[src/rtl/uart_reg_pkg.sv]
// ============================================================================
// uart_reg_pkg : shared byte width and FSM state type for uart_reg_send
// Optional feature macro: UART_REG_SEND_CHECKSUM_EN
// Revision: 1.0
// ============================================================================
`default_nettype none

package uart_reg_pkg;

    localparam int UART_BYTE_W = 8;

`ifdef UART_REG_SEND_CHECKSUM_EN
    typedef enum logic [1:0] {
        IDLE = 2'd0,
        SEND = 2'd1,
        CSUM = 2'd2,
        DONE = 2'd3
    } state_t;
`else
    typedef enum logic [1:0] {
        IDLE = 2'd0,
        SEND = 2'd1,
        DONE = 2'd2
    } state_t;
`endif

endpackage

`default_nettype wire

[src/rtl/uart_reg_send.sv]
// ============================================================================
// uart_reg_send : serializes a REG_SIZE-bit word MSB byte first to a UART
// byte transmitter. Optional trailing XOR byte via UART_REG_SEND_CHECKSUM_EN.
// Revision: 1.0
// ============================================================================
`default_nettype none

module uart_reg_send
    import uart_reg_pkg::*;
#(
    parameter int REG_SIZE = 32
) (
    input  logic                   clk,
    input  logic                   rst_n,
    input  logic [REG_SIZE-1:0]    reg_data,
    input  logic                   reg_valid,
    output logic                   reg_busy,
    output logic                   reg_done,
    output logic [UART_BYTE_W-1:0] tx_data,
    output logic                   tx_data_valid,
    input  logic                   tx_ack
);

    localparam int NBYTES = REG_SIZE / UART_BYTE_W;
    localparam int CNT_W  = $clog2(NBYTES + 1);
    localparam logic [CNT_W-1:0] LAST_IDX = CNT_W'(NBYTES - 1);

    generate
        if ((REG_SIZE % UART_BYTE_W) != 0 || REG_SIZE < 8 || REG_SIZE > 2048) begin : g_bad_size
            $error("uart_reg_send: REG_SIZE must be a multiple of 8 in 8..2048");
        end
    endgenerate

    state_t                 state;
    state_t                 state_nxt;
    logic [REG_SIZE-1:0]    shift_reg;
    logic [CNT_W-1:0]       byte_cnt;
    logic [UART_BYTE_W-1:0] head_byte;
    logic                   capture;
    logic                   byte_ack;
    logic                   last_byte;

    assign head_byte = shift_reg[REG_SIZE-1 -: UART_BYTE_W];
    assign capture   = (state == IDLE) && reg_valid;
    assign byte_ack  = (state == SEND) && tx_ack;
    assign last_byte = (byte_cnt == LAST_IDX);

`ifdef UART_REG_SEND_CHECKSUM_EN
    logic [UART_BYTE_W-1:0] csum;

    always_ff @(posedge clk or negedge rst_n) begin
        if (!rst_n) begin
            csum <= '0;
        end else if (capture) begin
            csum <= '0;
        end else if (byte_ack) begin
            csum <= csum ^ head_byte;
        end
    end
`endif

    always_ff @(posedge clk or negedge rst_n) begin
        if (!rst_n) begin
            state <= IDLE;
        end else begin
            state <= state_nxt;
        end
    end

    // Datapath: the head byte is always the next one to go out.
    always_ff @(posedge clk or negedge rst_n) begin
        if (!rst_n) begin
            shift_reg <= '0;
            byte_cnt  <= '0;
        end else if (capture) begin
            shift_reg <= reg_data;
            byte_cnt  <= '0;
        end else if (byte_ack) begin
            shift_reg <= shift_reg << UART_BYTE_W;
            byte_cnt  <= byte_cnt + CNT_W'(1);
        end
    end

    always_comb begin
        state_nxt     = state;
        reg_busy      = (state != IDLE);
        reg_done      = 1'b0;
        tx_data_valid = 1'b0;
        tx_data       = '0;
        case (state)
            IDLE: begin
                if (reg_valid) begin
                    state_nxt = SEND;
                end
            end
            SEND: begin
                tx_data_valid = 1'b1;
                tx_data       = head_byte;
                if (tx_ack && last_byte) begin
`ifdef UART_REG_SEND_CHECKSUM_EN
                    state_nxt = CSUM;
`else
                    state_nxt = DONE;
`endif
                end
            end
`ifdef UART_REG_SEND_CHECKSUM_EN
            CSUM: begin
                tx_data_valid = 1'b1;
                tx_data       = csum;
                if (tx_ack) begin
                    state_nxt = DONE;
                end
            end
`endif
            DONE: begin
                reg_done  = 1'b1;
                state_nxt = IDLE;
            end
            default: begin
                state_nxt = IDLE;
            end
        endcase
    end

endmodule

`default_nettype wire

[config.mk]
export PLATFORM = sky130hd
export DESIGN_NAME = uart_reg_send
export DESIGN_NICKNAME = d
export VERILOG_FILES = /design/src/rtl/uart_reg_pkg.sv /design/src/rtl/uart_reg_send.sv
export SDC_FILE = /design/constraint.sdc
export NUM_CORES = 1
export LEC_CHECK = 0
export ABC_AREA = 0
export BUFFER_PORTS_ARGS = -buffer_cell sky130_fd_sc_hd__buf_2
export CORE_UTILIZATION = 55
export DETAILED_ROUTE_END_ITERATION = 8
export PLACE_DENSITY = 0.85
export SYNTH_ARGS = -nofsm -noshare
export SYNTH_HDL_FRONTEND = slang
export SYNTH_SLANG_ARGS = --single-unit
[constraint.sdc]
create_clock -name clk -period 3.9 [get_ports clk]
set_input_delay 0.195 -clock clk [delete_from_list [all_inputs] [get_ports clk]]
set_output_delay 0.195 -clock clk [all_outputs]
set_load 0.02 [all_outputs]
==> results of run 1 <==
-- timing repair --
action / in CTS / in global routing
endpoints found under the setup margin: 0 / 0
endpoints found under the hold margin: 37 / 0
hold buffers: 1 / 0
-- metal layers --
metal,vias up,global-route usage [%],part of all wire [%]
met2,40,40.2,51
met5,-,0,0
met3,5,5.36,5.5
li1,649,-,-
met4,0,8.84,1.2
met1,660,27.7,42
-- synth_stat cells --
cell type,instances,area [µm²]
a22o_1,18,158
clkbuf_1,2,7.51
and2_1,8,50.1
dfrtp_1,37,926
nor2_8,1,20.0
and3b_1,1,8.76
and3_1,1,6.26
nand3b_1,1,7.51
a21o_1,16,120
o2bb2ai_1,1,8.76
buf_2,6,30.0
buf_4,1,7.51
nor2b_1,1,6.26
buf_6,3,33.8
inv_1,1,3.75
nand2_1,25,93.8
nor3b_4,1,18.8
nand3_1,1,5.00
ha_1,2,25.0
o21ai_1,1,5.00
nor2_1,8,30.0
and2b_1,1,7.51
or3b_1,1,8.76
or2_2,1,6.26
a21oi_1,23,115
-- power breakdown --
group	internal (mW)	switching (mW)
clock network	0.153	0.118
registers	0.551	0.102
logic	0.273	0.333
-- worst max path at each step --
stage                          from                         to  slack [ns]  depth (start not counted)
2_1_floorplan  state[1]$_DFFE_PN0P_                 tx_data[0]        2.45                          3
3_3_place_gp   state[1]$_DFFE_PN0P_   shift_reg[0]$_DFFE_PN0P_        2.26                          4
3_5_place_dp   state[1]$_DFFE_PN0P_   shift_reg[0]$_DFFE_PN0P_        2.18                          4
4_1_cts        state[1]$_DFFE_PN0P_  shift_reg[23]$_DFFE_PN0P_        2.15                          4
5_1_grt        state[1]$_DFFE_PN0P_  shift_reg[20]$_DFFE_PN0P_        2.04                          4
6_report       state[1]$_DFFE_PN0P_  shift_reg[23]$_DFFE_PN0P_        2.14                          4
-- logic make-up (layout without fill, tap and decap cells) --
| family | count (synthesis) | after routing |
|---|---|---|
| compound gates | 59 | 59 |
| fa+ha+maj | 2 | 2 |
| buf+inv | 13 | 58 |
| flops | 37 | 37 |
| simple gates | 51 | 51 |
-- metrics by stage --
step	hold WS, ns	cell area (µm²)	util (%)	cells
3_5_place_dp	0.321	1910	67.1	229
3_3_place_gp	0.310	1910	67.1	229
5_1_grt	0.0794	2010	70.4	238
2_1_floorplan	-0.101	1710	-	162
4_1_cts	0.0742	2010	70.4	238
6_report	0.0851	2010	70.4	238
-- area by class of cell --
class,count,share of cell area (%)
Sequential cell,37,46.1
Multi-Input combinational cell,112,34.9
Timing Repair Buffer,49,12.7
Clock buffer,7,2.74
Tap cell,31,1.93
Clock inverter,1,1.49
Inverter,1,0.187
-- worst reg2reg max path: stages, from the launching register on --
cell and delay (ns):
dfrtp_1 0.47, and3b_1 0.51, buf_4 0.36, nor2_8 0.12, a21o_1 0.20
==> impl_results.md, run 1 <==
- Max Fclk: 567 MHz
- Synthesized flop and latch total: 37
- Drt first pass iters: 6
- Synth Warn #: 0
- First-pass GRT wire length: 5800 µm
- WP data required: 4.13 ns
- DR vias: 1,354
- Final WS setup: 2.14 ns
- CP Buf/Inv Count: 1
- Hold Path Sink: shift_reg[6]$_DFFE_PN0P_
- Max VDD drop: 0.362 mV
- Compound-Gate Fraction of Synth Area: 23.8%
- Vias per cell: 5.69
- Register area: 926 µm²
- Total Power: 1.53 mW
- Post-Route WL: 3370 µm
- Multi-input gate area: 701 µm²
- Crit path kind: flip-flop to flip-flop
- CP Max Fanout: 23
- Initial DRC Count: 36
- Fill cell count: 221
- Num rows: 19
- Die area: 0.00333 mm²
- Register area share after synthesis: 54.2%
- Post-CTS Setup Repair Bufs: 0
- Hold Startpoint: reg_data[6]
- Largest net degree at the start of global routing: 38
- Unrepaired setup endpoints after global routing: no
- Status: finished, violations left
- Hold crit path type: input pin to flip-flop
- Crit path arrival time: 2.00 ns
- Area grow syn2layout: 17.6%
- Maximum clock path buffer count: 2
- Worst slew pin tran: 0.791 ns
- Most common cell after layout, fill and taps aside: buf_2
- Worst R2R End: shift_reg[23]$_DFFE_PN0P_
- Launching point of the worst reg2reg path: state[1]$_DFFE_PN0P_
- Clock slew at reported path FFs: 0.11 ns
- P_leak: 1.09 nW
- Hold Path Stages: 3
- Clk_lat worst skew: 0.33 ns
- Global route overflow: 0
- Vias in the first global route: 1,362
- Final worst path period need: 1.76 ns
- CP Capture Type: flip-flop
- Io pins: 47
- # setup viols final: 0
- Avg Cell Area, Syn: 10.6 µm²
- Clk sinks: 37
- Starting Density: 59.9%
- Mean routed wirelength per cell: 14.2 µm
- PwrDens: 761 mW/mm²
- Reg2reg setup slack: 2.14 ns
- Share of layout cells above drive strength 1: 28.0%
- Total clock buffers created by CTS: 5
- Clk_skew: 0.00962 ns
- Most frequent cells in the layout: buf_2, dfrtp_1, nand2_1
- Startpoint Class: flip-flop
- CP peak stage delay: 0.51 ns
- DRC: 4
- Delay-heaviest family, CP: simple AND/OR/NAND/NOR gates
- CTS tree: yes
- Final count of pins violating max slew: 0
- Die width: 57.7 µm
- Syn Nets: 200
- Core Area: 0.00285 mm²
- Largest family of logic cells by synthesized area: compound AO/OA/AOI/OAI gates
- Diodes inserted: 0
- Initial antenna violation count: 0
- GPL Wtd Cong: 0.787
- CP cell instances: and3b_1, buf_4, nor2_8, a21o_1
- Root Buffer: clkbuf_4
- Post-DP HPWL: 2390 µm
- DP Worst Slack: 2.18 ns
- Worst slew margin: 47.3%
- Xor/xnor share of the synthesized area: 0%
- Synth cell types: 25
- Final hold vios: 0
- CP max-delay cell: and3b_1
- Number of flip-flops in the largest register: 32
- Mux cell area share after synthesis: 0%
- Simple-Gate Fraction of Synth Area: 15.7%
- Synthesized area: 0.00171 mm²
- GR Util All Layers: 23.0%
- PortBufs: 46
- # resized after CTS: 0
- Fin Setup TNS: 0 ns
- Antenna Violating Nets Remaining: 0
- Synth Instances: 162
- Reg2Reg Depth: 4
- H-Tree Depth: 2
- Max Cap Violations: 0
- Post-Synth Adder-Cell Area: 1.46%
- Failing checks: DRC
- Nets: 244
- Chip Height: 57.7 µm
- Crit share post-route: 45.2%
(Power assumes the default switching activity.)
==> run 2: changes to the inputs <==
CORE_UTILIZATION = 46   (was 55)
PLACE_DENSITY = 0.76   (was 0.85)
clock period = 1.4 ns   (was 3.9 ns; I/O delays follow)
==> impl_results.md, run 2 (same netlist as run 1, synthesis figures left out) <==
- Crit share post-route: 98.9% (+54 points)
- Crit path kind: flip-flop to flip-flop
- CTS tree: yes
- Final worst path period need: 1.39 ns (-0.379 ns)
- Worst slew margin: 70.6% (+23 points)
- Nets: 255 (+4.5%)
- Worst R2R End: shift_reg[19]$_DFFE_PN0P_
- Diodes inserted: 0 (unchanged)
- Most frequent cells in the layout: buf_2, dfrtp_1, nand2_1
- Reg2Reg Depth: 4 (unchanged)
- Hold slack: 0.00659 ns (-0.0785 ns)
- Layout Cells excl Fill: 264 (+11%)
- Crit path arrival time: 1.57 ns (-0.43 ns)
- Initial DRC Count: 87 (+140%)
- Drt first pass iters: 4 (-2)
- GPL Wtd Cong: 0.755 (-4.0%)
- Most common cell after layout, fill and taps aside: buf_2
- Sequential share of power: 38.1% (-4.6 points)
- Reg2reg setup slack: 0.01 ns (-2.12 ns)
- Share of layout cells above drive strength 1: 37.2% (+9.1 points)
- Clock slew at reported path FFs: 0.07 ns (-0.04 ns)
- Fill cell count: 270 (+22%)
- GR Util All Layers: 20.0% (-3.0 points)
- Largest net degree at the start of global routing: 38 (unchanged)
- CP Max Fanout: 34 (+48%)
- First-pass GRT wire length: 5970 µm (+3.0%)
- Hold Path Sink: shift_reg[0]$_DFFE_PN0P_
- Global route overflow: 0 (unchanged)
- Starting Density: 49.7% (-10 points)
- Antenna Violating Nets Remaining: 0 (unchanged)
- Net Sw Frac: 35.0% (-1.2 points)
- PortBufs: 46 (unchanged)
- Startpoint Class: flip-flop
- Chip Height: 63.0 µm (+9.0%)
- Launching point of the worst reg2reg path: state[0]$_DFFE_PN0P_
- Num rows: 21 (+2)
- Multi-input gate area: 743 µm² (+6.1%)
- Int Power: 3.15 mW (+220%)
- PwrDens: 2130 mW/mm² (+180%)
- Area grow syn2layout: 32.9%
- Io pins: 47 (unchanged)
- Number of flip-flops in the largest register: 32 (unchanged)
- CP max-delay cell: dfrtp_2
- Total Power: 4.85 mW (+220%)
- Mean routed wirelength per cell: 14.2 µm (about the same)
- Core Util, Final: 66.0% (-4.4 points)
- Max Fclk: 722 MHz (+27%)
- Comb pwr share: 45.0% (+5.4 points)
- CP cell instances: and3b_2, buf_12, a22o_1, a21o_1
- Root Buffer: clkbuf_8
- Clk_skew: 0.00483 ns (-0.00479 ns)
- Clk sinks: 37 (unchanged)
- Initial antenna violation count: 0 (unchanged)
- Max Cap Violations: 0 (unchanged)
- # setup viols final: 0 (unchanged)
- DRC: 0 (-4)
- Post-Route WL: 3740 µm (+11%)
- Status: complete, no violations
- Final count of pins violating max slew: 0 (unchanged)
- Die area: 0.00396 mm² (+19%)
- P_leak: 1.19 nW (+9.3%)
- Clk_lat worst skew: 0.29 ns (-0.04 ns)
- H-Tree Depth: 2 (unchanged)
- Maximum clock path buffer count: 2 (unchanged)
- Vias in the first global route: 1,318 (-3.2%)
- Core Area: 0.00344 mm² (+21%)
- CP Capture Type: flip-flop
- Fin Setup TNS: 0 ns (unchanged)
- Max VDD drop: 0.784 mV (+120%)
- Clock power frac: 16.8% (-0.9 points)
- Final hold vios: 0 (unchanged)
- DR vias: 1,426 (+5.3%)
- Sw power: 1.70 mW (+210%)
- Vias per cell: 5.40 (-5.1%)
- Register area: 928 µm² (+0.27%)
- Hold Startpoint: reg_data[0]
- Hold Path Stages: 2 (-1)
- Worst slew pin tran: 0.440 ns (-0.350 ns)
- Die width: 63.0 µm (+9.0%)
- Hold crit path type: input pin to flip-flop
- Unrepaired setup endpoints after global routing: yes
- WP data required: 1.59 ns (-2.54 ns)
- CP peak stage delay: 0.47 ns (-0.04 ns)
- Total clock buffers created by CTS: 5 (unchanged)
- Placed Cells: 248 (+8.3%)
- Post-DP HPWL: 2380 µm (-0.62%)
run 2: changes by cell type in the layout (fill, tap and decap cells not counted), moves of 5 or more:
cell	before	now
and2_1	8	0
buf_6	0	10
and2_4	0	8
buf_2	46	38
clkbuf_8	1	7
clkbuf_4	5	0
run 2: area by class of cell:
| type | count | area share (%) |
|---|---|---|
| Clock inverter | 1 | 0.220 |
| Tap cell | 46 | 2.53 |
| Inverter | 1 | 0.165 |
| Multi-Input combinational cell | 114 | 32.7 |
| Timing Repair Buffer | 58 | 19.3 |
| Clock buffer | 7 | 4.24 |
| Sequential cell | 37 | 40.9 |
run 2: timing repair:
item,4_1_cts,5_1_grt
hold buffers,2,0
setup buffers,1,2
setup endpoints to repair,9,30
gates resized for setup,4,27
pin swaps,0,7
cloned,1,2
hold endpoints to repair,38,0
run 2: worst max path at each step:
stage,end,cells after the start,startpoint
2_1_floorplan,byte_cnt[0]$_DFFE_PN0P_,5,state[1]$_DFFE_PN0P_
3_3_place_gp,byte_cnt[1]$_DFFE_PN0P_,4,state[0]$_DFFE_PN0P_
3_5_place_dp,shift_reg[17]$_DFFE_PN0P_,4,state[1]$_DFFE_PN0P_
4_1_cts,tx_data[3],3,state[0]$_DFFE_PN0P_
5_1_grt,shift_reg[19]$_DFFE_PN0P_,4,state[0]$_DFFE_PN0P_
6_report,shift_reg[19]$_DFFE_PN0P_,4,state[0]$_DFFE_PN0P_
run 2: power groups by stage:
stage	sequential [mW]	clock (mW)	combinational (mW)
global route	1.90	0.884	2.40
detailed placement	1.83	0	1.78
finish	1.85	0.815	2.18
global placement	1.80	0	1.71
floorplan	1.75	0	1.39
CTS	1.82	0.832	1.83
run 2: metal layers:
layer  vias to the layer above  track usage (%)  share of wire (%)
li1                        675                -                  -
met5                         -                0                  0
met1                       688             24.5                 42
met2                        54             31.7                 50
met3                         9             5.11                5.7
met4                         0             11.6                2.4
run 2: worst max-delay path: cells and delay by family, from the launching register on:
kind            cells  cell delay [ns]
compound gates      2             0.40
buf+inv             1             0.17
flops               1             0.47
simple gates        1             0.24
run 2: through the flow:
step / setup slack [ns] / area, µm²
floorplan: 0.0438 / 1710
global placement: 0.0757 / 2000
detailed placement: 0.0330 / 2000
CTS: 0.00463 / 2140
global route: -0.0360 / 2270
finish: 0.0148 / 2270
==> run 3: changes to the inputs <==
SETUP_SLACK_MARGIN = 0.2   (was default)
==> impl_results.md, run 3 (same netlist as run 1, synthesis figures left out) <==
- Status: finished, violations left
- Failing checks: setup timing
- GPL Wtd Cong: 0.710 (-5.9%)
- Hold crit path type: input pin to flip-flop
- Worst slew pin tran: 0.467 ns (+0.0268 ns)
- Hold slack: 0.0151 ns (+0.00846 ns)
- CP peak stage delay: 0.46 ns (about the same)
- Core Area: 0.00344 mm² (unchanged)
- CP max-delay cell: dfrtp_2
- Reg2Reg Depth: 6 (+2)
- Crit-path most repeated cell: a21oi_2
- Largest net degree at the start of global routing: 38 (unchanged)
- Max Cap Violations: 0 (unchanged)
- CP Capture Type: flip-flop
- CP cell instances: nor3b_4, buf_6, buf_8, buf_16, a21oi_2, a21oi_2
- Diodes inserted: 0 (unchanged)
- CTS tree: yes
- Final Cell Area: 0.00269 mm² (+18%)
- Final WS setup: -0.0322 ns (-0.0470 ns)
- Most frequent cells in the layout: dfrtp_1, buf_2, nand2_1, a22o_1, a21oi_2
- Worst R2R End: shift_reg[8]$_DFFE_PN0P_
- CP Max Fanout: 8 (-76%)
- Unrepaired setup endpoints after global routing: yes
- Share of layout cells above drive strength 1: 51.3% (+14 points)
- Vias per cell: 5.75 (+6.4%)
- Starting Density: 49.7% (unchanged)
- Area post-placement: 0.00197 mm² (-1.4%)
- Hold Path Sink: shift_reg[1]$_DFFE_PN0P_
- Max VDD drop: 1.12 mV (+43%)
- Worst setup startpoint: state[0]$_DFFE_PN0P_
- Num rows: 21 (unchanged)
- Chip Height: 63.0 µm (unchanged)
- Crit share post-route: 102% (+3.4 points)
- Clock slew at reported path FFs: 0.07 ns (about the same)
- Delay-heaviest family, CP: buffers and inverters
- Io pins: 47 (unchanged)
- Maximum clock path buffer count: 2 (unchanged)
- Met3 WL: 304 µm (+43%)
- Post-Route WL: 5410 µm (+45%)
- P_leak: 1.36 nW (+14%)
- Antenna Violating Nets Remaining: 0 (unchanged)
- WP data required: 1.60 ns (about the same)
- DRC: 0 (unchanged)
- DR top layer: met4
- Area grow syn2layout: 57.2%
- Vias in the first global route: 1,603 (+22%)
- Post-DP HPWL: 2440 µm (+2.7%)
- Fin Setup TNS: -0.120 ns (-0.120 ns)
- Hold Path Stages: 3 (+1)
- Hold Startpoint: reg_data[1]
- CP Buf/Inv Count: 3 (+2)
- Initial DRC Count: 106 (+22%)
- Die width: 63.0 µm (unchanged)
- Wire length on met2: 2940 µm (+58%)
- Crit path arrival time: 1.64 ns (+0.07 ns)
- Drt first pass iters: 4 (unchanged)
- Final worst path period need: 1.43 ns (+0.0470 ns)
- Global route overflow: 0 (unchanged)
- Clk sinks: 37 (unchanged)
- Crit path kind: flip-flop to flip-flop
- Mean routed wirelength per cell: 19.6 µm (+38%)
- Met1 WL: 2010 µm (+28%)
- Nets: 268 (+5.1%)
- Final count of pins violating max slew: 0 (unchanged)
- Die area: 0.00396 mm² (unchanged)
- Launching point of the worst reg2reg path: state[0]$_DFFE_PN0P_
- Total clock buffers created by CTS: 5 (unchanged)
- GR Util All Layers: 27.9% (+7.9 points)
- H-Tree Depth: 2 (unchanged)
- PortBufs: 46 (unchanged)
- Final hold vios: 0 (unchanged)
- # setup viols final: 10 (+10)
- Worst slew margin: 68.9% (-1.7 points)
- Number of flip-flops in the largest register: 32 (unchanged)
- Total Power: 5.82 mW (+20%)
- Reg2reg setup slack: -0.03 ns (-0.05 ns)
- Initial antenna violation count: 0 (unchanged)
- DR vias: 1,586 (+11%)
- Clk_lat worst skew: 0.29 ns (about the same)
- Root Buffer: clkbuf_8
- Max Fclk: 698 MHz (-3.3%)
- PwrDens: 2160 mW/mm² (+1.4%)
- First-pass GRT wire length: 8120 µm (+36%)
- Clk_skew: 0.00433 ns (-0.000493 ns)
- Startpoint Class: flip-flop
run 3: changes by cell type in the layout (fill, tap and decap cells not counted), sizes merged:
cell	change
buf	+13
clkinv	-1
dlygate4sd3	-1
nor2	+1
run 3: what timing repair did:
action,in CTS,in global routing
buffers inserted,9,3
endpoints found under the hold margin,37,0
hold buffers,1,0
resized for setup,49,35
gates cloned,9,1
endpoints found under the setup margin,45,46
pin swaps,17,27
run 3: where the power goes:
| group | internal (mW) | switching, mW |
|---|---|---|
| clock | 0.390 | 0.350 |
| combinational | 1.69 | 1.47 |
| sequential | 1.54 | 0.369 |
| total | 3.63 | 2.19 |
run 3: how the worst max path moves through the flow:
stage | end | slack [ns] | cells past startpoint
finish | shift_reg[8]$_DFFE_PN0P_ | -0.03 | 6
global route | shift_reg[8]$_DFFE_PN0P_ | -0.06 | 6
CTS | tx_data[7] | 0.02 | 3
detailed placement | shift_reg[22]$_DFFE_PN0P_ | 0.05 | 4
global placement | byte_cnt[0]$_DFFE_PN0P_ | 0.1 | 4
floorplan | byte_cnt[0]$_DFFE_PN0P_ | 0.08 | 5
run 3: area by class of cell:
type,count,area [µm²]
well taps,46,57.6
flip-flops and latches,37,928
fillers,205,754
multi-input cells,115,916
inverters,1,3.75
repair buffers,70,696
clock buffers,7,86.3
run 3: per-layer routing:
layer,vias up,global-route usage [%]
met5,-,0
met4,0,11.0
met3,13,5.84
met2,67,49.7
met1,800,32.3
li1,706,-
run 3: through the flow:
step	worst slack [ns]	util, %	instances
finish	-0.0322	78.1	276
global route	-0.0635	78.1	276
detailed placement	0.0521	57.3	246
CTS	0.0174	72.4	272
global placement	0.0953	57.3	246
floorplan	0.0758	-	162
run 3: worst register-to-register path, cell delays in order, from the launching register on:
cell     delay (ns)
dfrtp_2        0.46
nor3b_4        0.21
buf_6          0.17
buf_8          0.15
buf_16         0.15
a21oi_2        0.05
a21oi_2        0.16
